`config.mk`:
```
export PLATFORM = sky130hd
export DESIGN_NAME = router_pkt_gen
export DESIGN_NICKNAME = d
export VERILOG_FILES = /design/src/rtl/router_pkg.sv /design/src/rtl/router_pkt_buf.sv /design/src/rtl/router_pkt_gen.sv
export SDC_FILE = /design/constraint.sdc
export NUM_CORES = 1
export LEC_CHECK = 0
export ABC_AREA = 1
export CAP_MARGIN = 30
export CORE_ASPECT_RATIO = 1.4
export CORE_MARGIN = 1.5
export CORE_UTILIZATION = 35
export DETAILED_ROUTE_END_ITERATION = 16
export PLACE_DENSITY = 0.58
export REMOVE_ABC_BUFFERS = 1
export SETUP_SLACK_MARGIN = 0.15
export SYNTH_ARGS = -nofsm -noshare
export SYNTH_HDL_FRONTEND = slang
export SYNTH_SLANG_ARGS = --single-unit
export TNS_END_PERCENT = 50
```
`constraint.sdc`:
```
create_clock -name clock -period 2.2 [get_ports clock]
set_input_delay 0.22 -clock clock [delete_from_list [all_inputs] [get_ports clock]]
set_output_delay 0.22 -clock clock [all_outputs]
set_load 0.005 [all_outputs]
```
`src/rtl/router_pkg.sv`:
```
// Shared definitions for the router packet generator.
//   state_e      : generator FSM states
//   ADDR_W/LEN_W/DATA_W : field widths of the router byte protocol
//   ILLEGAL_ADDR : destination value that has no router output port
//   pack_header  : header byte layout {len, addr}
package router_pkg;

  localparam int ADDR_W = 2;
  localparam int LEN_W  = 6;
  localparam int DATA_W = 8;

  localparam logic [ADDR_W-1:0] ILLEGAL_ADDR = 2'b11;

  typedef enum logic [2:0] {
    IDLE,
    LOAD,
    HEADER,
    PAYLOAD,
    PARITY,
    GAP
  } state_e;

  function automatic logic [DATA_W-1:0] pack_header(input logic [LEN_W-1:0]  len,
                                                    input logic [ADDR_W-1:0] addr);
    return {len, addr};
  endfunction

endpackage

```
`src/rtl/router_pkt_buf.sv`:
```
// Payload staging buffer: 64 x 8 simple write/read store.
// Ports:
//   clock, reset     : rising-edge clock, synchronous active-high reset
//   clear            : return both pointers to 0 (start of a new packet)
//   wr_en, wr_data   : write wr_data at wr_ptr, then advance wr_ptr
//   rd_en            : advance rd_ptr
//   rd_data          : contents at rd_ptr (combinational read)
//   wr_ptr, rd_ptr   : current pointer values
module router_pkt_buf
  import router_pkg::*;
#(
  parameter int DEPTH = 64
) (
  input  logic                     clock,
  input  logic                     reset,
  input  logic                     clear,
  input  logic                     wr_en,
  input  logic [DATA_W-1:0]        wr_data,
  input  logic                     rd_en,
  output logic [DATA_W-1:0]        rd_data,
  output logic [$clog2(DEPTH)-1:0] wr_ptr,
  output logic [$clog2(DEPTH)-1:0] rd_ptr
);

  localparam int PTR_W = $clog2(DEPTH);

  logic [DATA_W-1:0] mem_q [DEPTH];
  logic [PTR_W-1:0]  wr_ptr_q, wr_ptr_d;
  logic [PTR_W-1:0]  rd_ptr_q, rd_ptr_d;

  always_comb begin
    wr_ptr_d = wr_ptr_q;
    rd_ptr_d = rd_ptr_q;
    if (clear) begin
      wr_ptr_d = '0;
      rd_ptr_d = '0;
    end else begin
      if (wr_en) wr_ptr_d = wr_ptr_q + PTR_W'(1);
      if (rd_en) rd_ptr_d = rd_ptr_q + PTR_W'(1);
    end
  end

  always_ff @(posedge clock) begin
    if (reset) begin
      wr_ptr_q <= '0;
      rd_ptr_q <= '0;
    end else begin
      wr_ptr_q <= wr_ptr_d;
      rd_ptr_q <= rd_ptr_d;
    end
  end

  // Storage needs no reset: a packet only reads locations it has written.
  always_ff @(posedge clock) begin
    if (wr_en && !clear) mem_q[wr_ptr_q] <= wr_data;
  end

  assign rd_data = mem_q[rd_ptr_q];
  assign wr_ptr  = wr_ptr_q;
  assign rd_ptr  = rd_ptr_q;

endmodule

```
`src/rtl/router_pkt_gen.sv`:
```
// Upstream packet source for the 1x3 router.
// Accepts a command (dest_addr, pay_len), buffers the whole payload, then
// streams header, payload and parity to the router with no bubbles, since
// the router treats pkt_valid low as end of packet.
//
// Optional feature macro: ROUTER_PKT_GEN_PARITY_CORRUPT_EN adds input
// 'corrupt', latched with start; when set, the sent parity is flipped in bit 0.
//
// Ports:
//   clock, reset          : rising-edge clock, synchronous active-high reset
//   start, dest_addr,
//   pay_len, corrupt      : command, sampled only while cmd_ready=1
//   cmd_ready             : idle, command accepted
//   cmd_err               : one-cycle pulse, command rejected
//   pay_data, pay_valid,
//   pay_ready             : payload byte input
//   busy, err             : router busy / parity error flag
//   pkt_valid, data_out   : router byte interface
//   done                  : one-cycle pulse at the end of the inter-packet gap
//   pkt_cnt               : packets sent (wraps)
//   err_cnt               : err rising edges (saturates at 255)
//   state_dbg             : current FSM state
//
// Handshakes: a payload byte transfers on a rising edge where
// pay_valid & pay_ready = 1; a router byte (header, payload or parity)
// transfers on a rising edge where it is presented and busy = 0, and the
// presented byte is held unchanged while busy = 1.
module router_pkt_gen
  import router_pkg::*;
#(
  parameter int MAX_LEN    = 63,
  parameter int GAP_CYCLES = 2
) (
  input  logic              clock,
  input  logic              reset,
  input  logic              start,
  input  logic [ADDR_W-1:0] dest_addr,
  input  logic [LEN_W-1:0]  pay_len,
`ifdef ROUTER_PKT_GEN_PARITY_CORRUPT_EN
  input  logic              corrupt,
`endif
  output logic              cmd_ready,
  output logic              cmd_err,
  input  logic [DATA_W-1:0] pay_data,
  input  logic              pay_valid,
  output logic              pay_ready,
  input  logic              busy,
  input  logic              err,
  output logic              pkt_valid,
  output logic [DATA_W-1:0] data_out,
  output logic              done,
  output logic [7:0]        pkt_cnt,
  output logic [7:0]        err_cnt,
  output state_e            state_dbg
);

  localparam int GAP_W = 4;

  state_e             state_q, state_d;
  logic [ADDR_W-1:0]  addr_q, addr_d;
  logic [LEN_W-1:0]   len_q, len_d;
  logic [DATA_W-1:0]  parity_q, parity_d;
  logic [GAP_W-1:0]   gap_cnt_q, gap_cnt_d;
  logic [7:0]         pkt_cnt_q, pkt_cnt_d;
  logic [7:0]         err_cnt_q, err_cnt_d;
  logic               err_q, err_d;
  logic               cmd_err_q, cmd_err_d;
`ifdef ROUTER_PKT_GEN_PARITY_CORRUPT_EN
  logic               corrupt_q, corrupt_d;
`endif

  logic               buf_clear, buf_wr, buf_rd;
  logic [DATA_W-1:0]  buf_rd_data;
  logic [LEN_W-1:0]   buf_wr_ptr, buf_rd_ptr;
  logic [DATA_W-1:0]  header_byte;
  logic [DATA_W-1:0]  parity_tx;
  logic               cmd_ok;
  logic [LEN_W-1:0]   last_idx;

  router_pkt_buf #(.DEPTH(64)) u_buf (
    .clock   (clock),
    .reset   (reset),
    .clear   (buf_clear),
    .wr_en   (buf_wr),
    .wr_data (pay_data),
    .rd_en   (buf_rd),
    .rd_data (buf_rd_data),
    .wr_ptr  (buf_wr_ptr),
    .rd_ptr  (buf_rd_ptr)
  );

  assign header_byte = pack_header(len_q, addr_q);
  assign last_idx    = len_q - LEN_W'(1);
  assign cmd_ok      = (dest_addr != ILLEGAL_ADDR) && (pay_len != '0) &&
                       (int'(pay_len) <= MAX_LEN);

`ifdef ROUTER_PKT_GEN_PARITY_CORRUPT_EN
  assign parity_tx = parity_q ^ {{(DATA_W-1){1'b0}}, corrupt_q};
`else
  assign parity_tx = parity_q;
`endif

  always_comb begin
    state_d   = state_q;
    addr_d    = addr_q;
    len_d     = len_q;
    parity_d  = parity_q;
    gap_cnt_d = gap_cnt_q;
    pkt_cnt_d = pkt_cnt_q;
    cmd_err_d = 1'b0;
`ifdef ROUTER_PKT_GEN_PARITY_CORRUPT_EN
    corrupt_d = corrupt_q;
`endif
    buf_clear = 1'b0;
    buf_wr    = 1'b0;
    buf_rd    = 1'b0;
    cmd_ready = 1'b0;
    pay_ready = 1'b0;
    pkt_valid = 1'b0;
    data_out  = '0;
    done      = 1'b0;

    // err monitor runs in every state
    err_d     = err;
    err_cnt_d = err_cnt_q;
    if (err && !err_q && (err_cnt_q != 8'hFF)) err_cnt_d = err_cnt_q + 8'd1;

    unique case (state_q)
      IDLE: begin
        cmd_ready = 1'b1;
        if (start) begin
          if (cmd_ok) begin
            addr_d    = dest_addr;
            len_d     = pay_len;
            parity_d  = '0;
            buf_clear = 1'b1;
`ifdef ROUTER_PKT_GEN_PARITY_CORRUPT_EN
            corrupt_d = corrupt;
`endif
            state_d   = LOAD;
          end else begin
            cmd_err_d = 1'b1;
          end
        end
      end
      LOAD: begin
        pay_ready = 1'b1;
        if (pay_valid) begin
          buf_wr   = 1'b1;
          parity_d = parity_q ^ pay_data;
          if (buf_wr_ptr == last_idx) state_d = HEADER;
        end
      end
      HEADER: begin
        pkt_valid = 1'b1;
        data_out  = header_byte;
        if (!busy) begin
          parity_d = parity_q ^ header_byte;
          state_d  = PAYLOAD;
        end
      end
      PAYLOAD: begin
        pkt_valid = 1'b1;
        data_out  = buf_rd_data;
        if (!busy) begin
          buf_rd = 1'b1;
          if (buf_rd_ptr == last_idx) state_d = PARITY;
        end
      end
      PARITY: begin
        data_out = parity_tx;
        if (!busy) begin
          gap_cnt_d = '0;
          state_d   = GAP;
        end
      end
      GAP: begin
        if (gap_cnt_q == GAP_W'(GAP_CYCLES - 1)) begin
          done      = 1'b1;
          pkt_cnt_d = pkt_cnt_q + 8'd1;
          state_d   = IDLE;
        end else begin
          gap_cnt_d = gap_cnt_q + GAP_W'(1);
        end
      end
      default: state_d = IDLE;
    endcase
  end

  always_ff @(posedge clock) begin
    if (reset) begin
      state_q   <= IDLE;
      addr_q    <= '0;
      len_q     <= '0;
      parity_q  <= '0;
      gap_cnt_q <= '0;
      pkt_cnt_q <= '0;
      err_cnt_q <= '0;
      err_q     <= 1'b0;
      cmd_err_q <= 1'b0;
`ifdef ROUTER_PKT_GEN_PARITY_CORRUPT_EN
      corrupt_q <= 1'b0;
`endif
    end else begin
      state_q   <= state_d;
      addr_q    <= addr_d;
      len_q     <= len_d;
      parity_q  <= parity_d;
      gap_cnt_q <= gap_cnt_d;
      pkt_cnt_q <= pkt_cnt_d;
      err_cnt_q <= err_cnt_d;
      err_q     <= err_d;
      cmd_err_q <= cmd_err_d;
`ifdef ROUTER_PKT_GEN_PARITY_CORRUPT_EN
      corrupt_q <= corrupt_d;
`endif
    end
  end

  assign cmd_err   = cmd_err_q;
  assign pkt_cnt   = pkt_cnt_q;
  assign err_cnt   = err_cnt_q;
  assign state_dbg = state_q;

endmodule

```
==> results.py <==
metrics = {
    "critical_path": {
        "rr_worst_depth": 9,
        "r2r_end": "u_buf.mem_q[30][2]$_DFFE_PP_",
        "crit_type": "reg -> out",
        "required_ps": 1980,
        "rrSetupSlack_ps": 220,
        "endpoint_kind": "primary output",
        "critPathArrivalTime_ps": 2700,
        "worstSetupEndpoint": "data_out[2]",
        "critPathMaxFanout": 6,
        "rr_startpoint": "state_dbg[0]$_SDFFE_PP0P_",
        "cp-start-kind": "register",
    },
    "sta": {
        "fmax_mhz": 343,
        "maxSlewHeadroom_pct": 61.5,
        "hold_violations": 0,
        "setup_violations": 8,
        "drv_slew": 0,
        "grt_setup_unrepaired": "true",
        "fin_hold_ws_ps": 72.7,
        "fin_crit_sh_pct": 133,
        "min_period_ps": 2920,
        "fin_skew_ps": 17.4,
        "worst_slack_ps": -718,
        "fin_tns_setup_ps": -5200,
        "tightest_slew_ps": 577,
    },
    "synthesis": {
        "netlist.area_leader.share_pct": 64.0,
        "synthesis.area_mm2": 0.0240,
        "yosysMostFrequentCell": "nand2_1",
        "synth_cell_types": 41,
        "postSynthAreaPerCell_um2": 10.7,
        "synthArstFlopShare_pct": 0,
        "synth_commonest_cells": "nand2_1, edfxtp_1, nand3_1",
        "synth_edf_count": 512,
        "synth_seq_area_share_pct": 68.9,
        "synth_flop_cell": "edfxtp_1",
        "yosysTopAreaCell": "edfxtp_1",
        "synth_cells": 2251,
        "yosys-top-cells-area": "edfxtp_1, nand2_1, nand3_1, dfxtp_1, nor2_1",
        "ys_ff_latch": 571,
        "ys_warn_count": 0,
    },
    "floorplan": {
        "die_y_um": 313,
        "dieArea_mm2": 0.0703,
        "start_util_pct": 35.4,
        "ioPinCount": 54,
        "core_mm2": 0.0679,
        "die_w_um": 224,
        "rows": 113,
    },
    "cells_and_area": {
        "drive_gt1_share_pct": 18.4,
        "multi_input_area_mm2": 0.00702,
        "area_growth_pct": 23.9,
        "fin_nets": 2488,
        "final-seq-area_mm2": 0.0166,
        "final_cells": 3362,
        "postLayoutCellArea_mm2": 0.0298,
        "diodes": 0,
        "nFillCells": 6326,
    },
    "detailed_routing": {
        "drtIter0Drc": 1481,
        "vias_per_cell": 5.15,
        "vias": 17300,
        "ant_nets": 0,
        "dr.pass1.iters": 5,
        "routed_wirelength_um": 69800,
        "wl_per_cell_um": 20.8,
        "drc": 0,
    },
    "place": {
        "dp_slack_ps": -439,
        "place_area_mm2": 0.0270,
        "numPortBuffers": 53,
        "dp_hpwl_um": 45200,
        "gp_congestion": 0.905,
        "place_inst": 3237,
    },
    "status": {
        "status": "finished, violations left",
        "violations": "negative setup slack",
    },
    "pwr": {
        "ir_drop_v": 0.000648,
        "powerDensity_mw_per_mm2": 817,
        "leakage_nw": 11.1,
    },
    "global_routing": {
        "grt_pass1_vias": 17200,
        "grt-ovfl-total": 0,
        "grt_pass1_wl_um": 104000,
        "grt_max_degree": 49,
        "antenna_found_initial": 0,
        "track_usage_pct": 19.5,
    },
    "clocking": {
        "cts_buffers": 51,
        "clk_latency_ps": 600,
        "numClockSinks": 571,
        "cts-root-buf": "clkbuf_16",
        "cts_buffer_depth": 3,
        "cts_tree": "yes",
        "clkSlewWorstSetupHoldPaths_ps": 70,
        "htree_levels": 2,
        "cts.hold.buffers_added": 0,
    },
    "hold_path": {
        "hold_class": "in -> reg",
    },
    "run": {
        "drv_cap": 0,
    },
}
timing repair:
item / in CTS / in global routing
endpoints found under the setup margin: 32 / 468
pin swaps: 15 / 47
resized for setup: 84 / 97
gates cloned: 7 / 8
buffers inserted: 9 / 7
critical path, cell delays in order (launching register included):
cell and delay [ps]:
dfxtp_4 350, buf_12 150, buf_16 140, buf_12 150, buf_6 130, clkbuf_16 160, nand2_2 60, nand3_2 60
nand3_2 90, nand2_2 70, nand2_1 70, nand2_2 70, o211ai_1 180, nand2_1 130, nand2_1 90, nand2_1 60
buf_2 130
flip-flops by register name (all words and copies together) (netlist names), named ones only:
| signal | cells |
|---|---|
| u_buf.wr_ptr | 6 |
| parity_q | 8 |
| u_buf.mem_q | 512 |
| gap_cnt_q | 4 |
| err_q | 1 |
| addr_q | 2 |
| cmd_err | 1 |
| u_buf.rd_ptr | 6 |
| pkt_cnt | 8 |
| state_dbg | 3 |
| err_cnt | 8 |
| len_q | 6 |
how the worst min path moves through the flow:
stage | end | from | cells past startpoint
floorplan | err_cnt[7]$_SDFFE_PP0P_ | reset | 1
global placement | pkt_cnt[7]$_SDFFE_PP0P_ | pkt_cnt[7]$_SDFFE_PP0P_ | 1
detailed placement | err_cnt[4]$_SDFFE_PP0P_ | err_cnt[4]$_SDFFE_PP0P_ | 2
CTS | u_buf.mem_q[30][2]$_DFFE_PP_ | pay_data[2] | 1
global route | u_buf.mem_q[24][2]$_DFFE_PP_ | pay_data[2] | 1
finish | u_buf.mem_q[25][2]$_DFFE_PP_ | pay_data[2] | 1
metal layers:
layer	track usage [%]	wire length [um]	vias up
met5	0	0	-
met1	22.0	25900	8332
met3	2.30	3710	163
li1	-	-	8213
met4	9.27	3510	0
met2	36.2	36700	617
power breakdown:
group	leakage, nW	switching (mW)	internal, mW
clock network	0.844	4.01	5.23
logic	5.14	1.85	1.15
registers	5.08	0.146	12.0
cells by family (layout without fill, tap and decap cells):
| logic type | Yosys count | in the layout | synth area share, % |
|---|---|---|---|
| adders and majority gates | 7 | 7 | 0.364 |
| AOI/OAI and AO/OA | 148 | 148 | 3.37 |
| buffers and inverters | 195 | 444 | 3.55 |
| and+or+nand+nor | 1321 | 1321 | 23.5 |
| xor gates and xnor gates | 9 | 9 | 0.328 |
| DFF | 571 | 571 | 68.9 |
cell usage in the layout, fill, tap and decap left out, types with 8 or more instances in the layout:
| cell type | count |
|---|---|
| nand2_1 | 706 |
| edfxtp_1 | 512 |
| nand3_1 | 375 |
| buf_4 | 145 |
| nor2_1 | 120 |
| a21oi_1 | 69 |
| clkbuf_16 | 59 |
| inv_1 | 58 |
| dfxtp_1 | 51 |
| buf_12 | 43 |
| nand3_2 | 38 |
| o21ai_0 | 38 |
| nand2_2 | 35 |
| clkdlybuf4s50_1 | 34 |
| clkinv_2 | 16 |
| buf_6 | 13 |
| buf_16 | 11 |
| inv_2 | 10 |
| a21oi_2 | 10 |
| o211ai_1 | 10 |
| buf_2 | 10 |
| nor3_1 | 8 |
| xor2_1 | 8 |
per-stage QoR:
stage,utilization (%),total power [mW]
finish,43.9,24.3
floorplan,-,13.9
CTS,43.2,24.3
global route,43.9,25.2
detailed placement,39.8,15.0
global placement,39.8,15.0
final cells by class:
cell class,count,share of cell area (%)
Timing Repair Buffer,275,10.3
Sequential cell,571,55.6
Inverter,74,1.04
Timing Repair inverter,1,0.0294
Tap cell,862,3.62
Multi-Input combinational cell,1485,23.6
Clock inverter,32,1.06
Clock buffer,62,4.70
No activity file was read; power rests on OpenSTA's default activity.
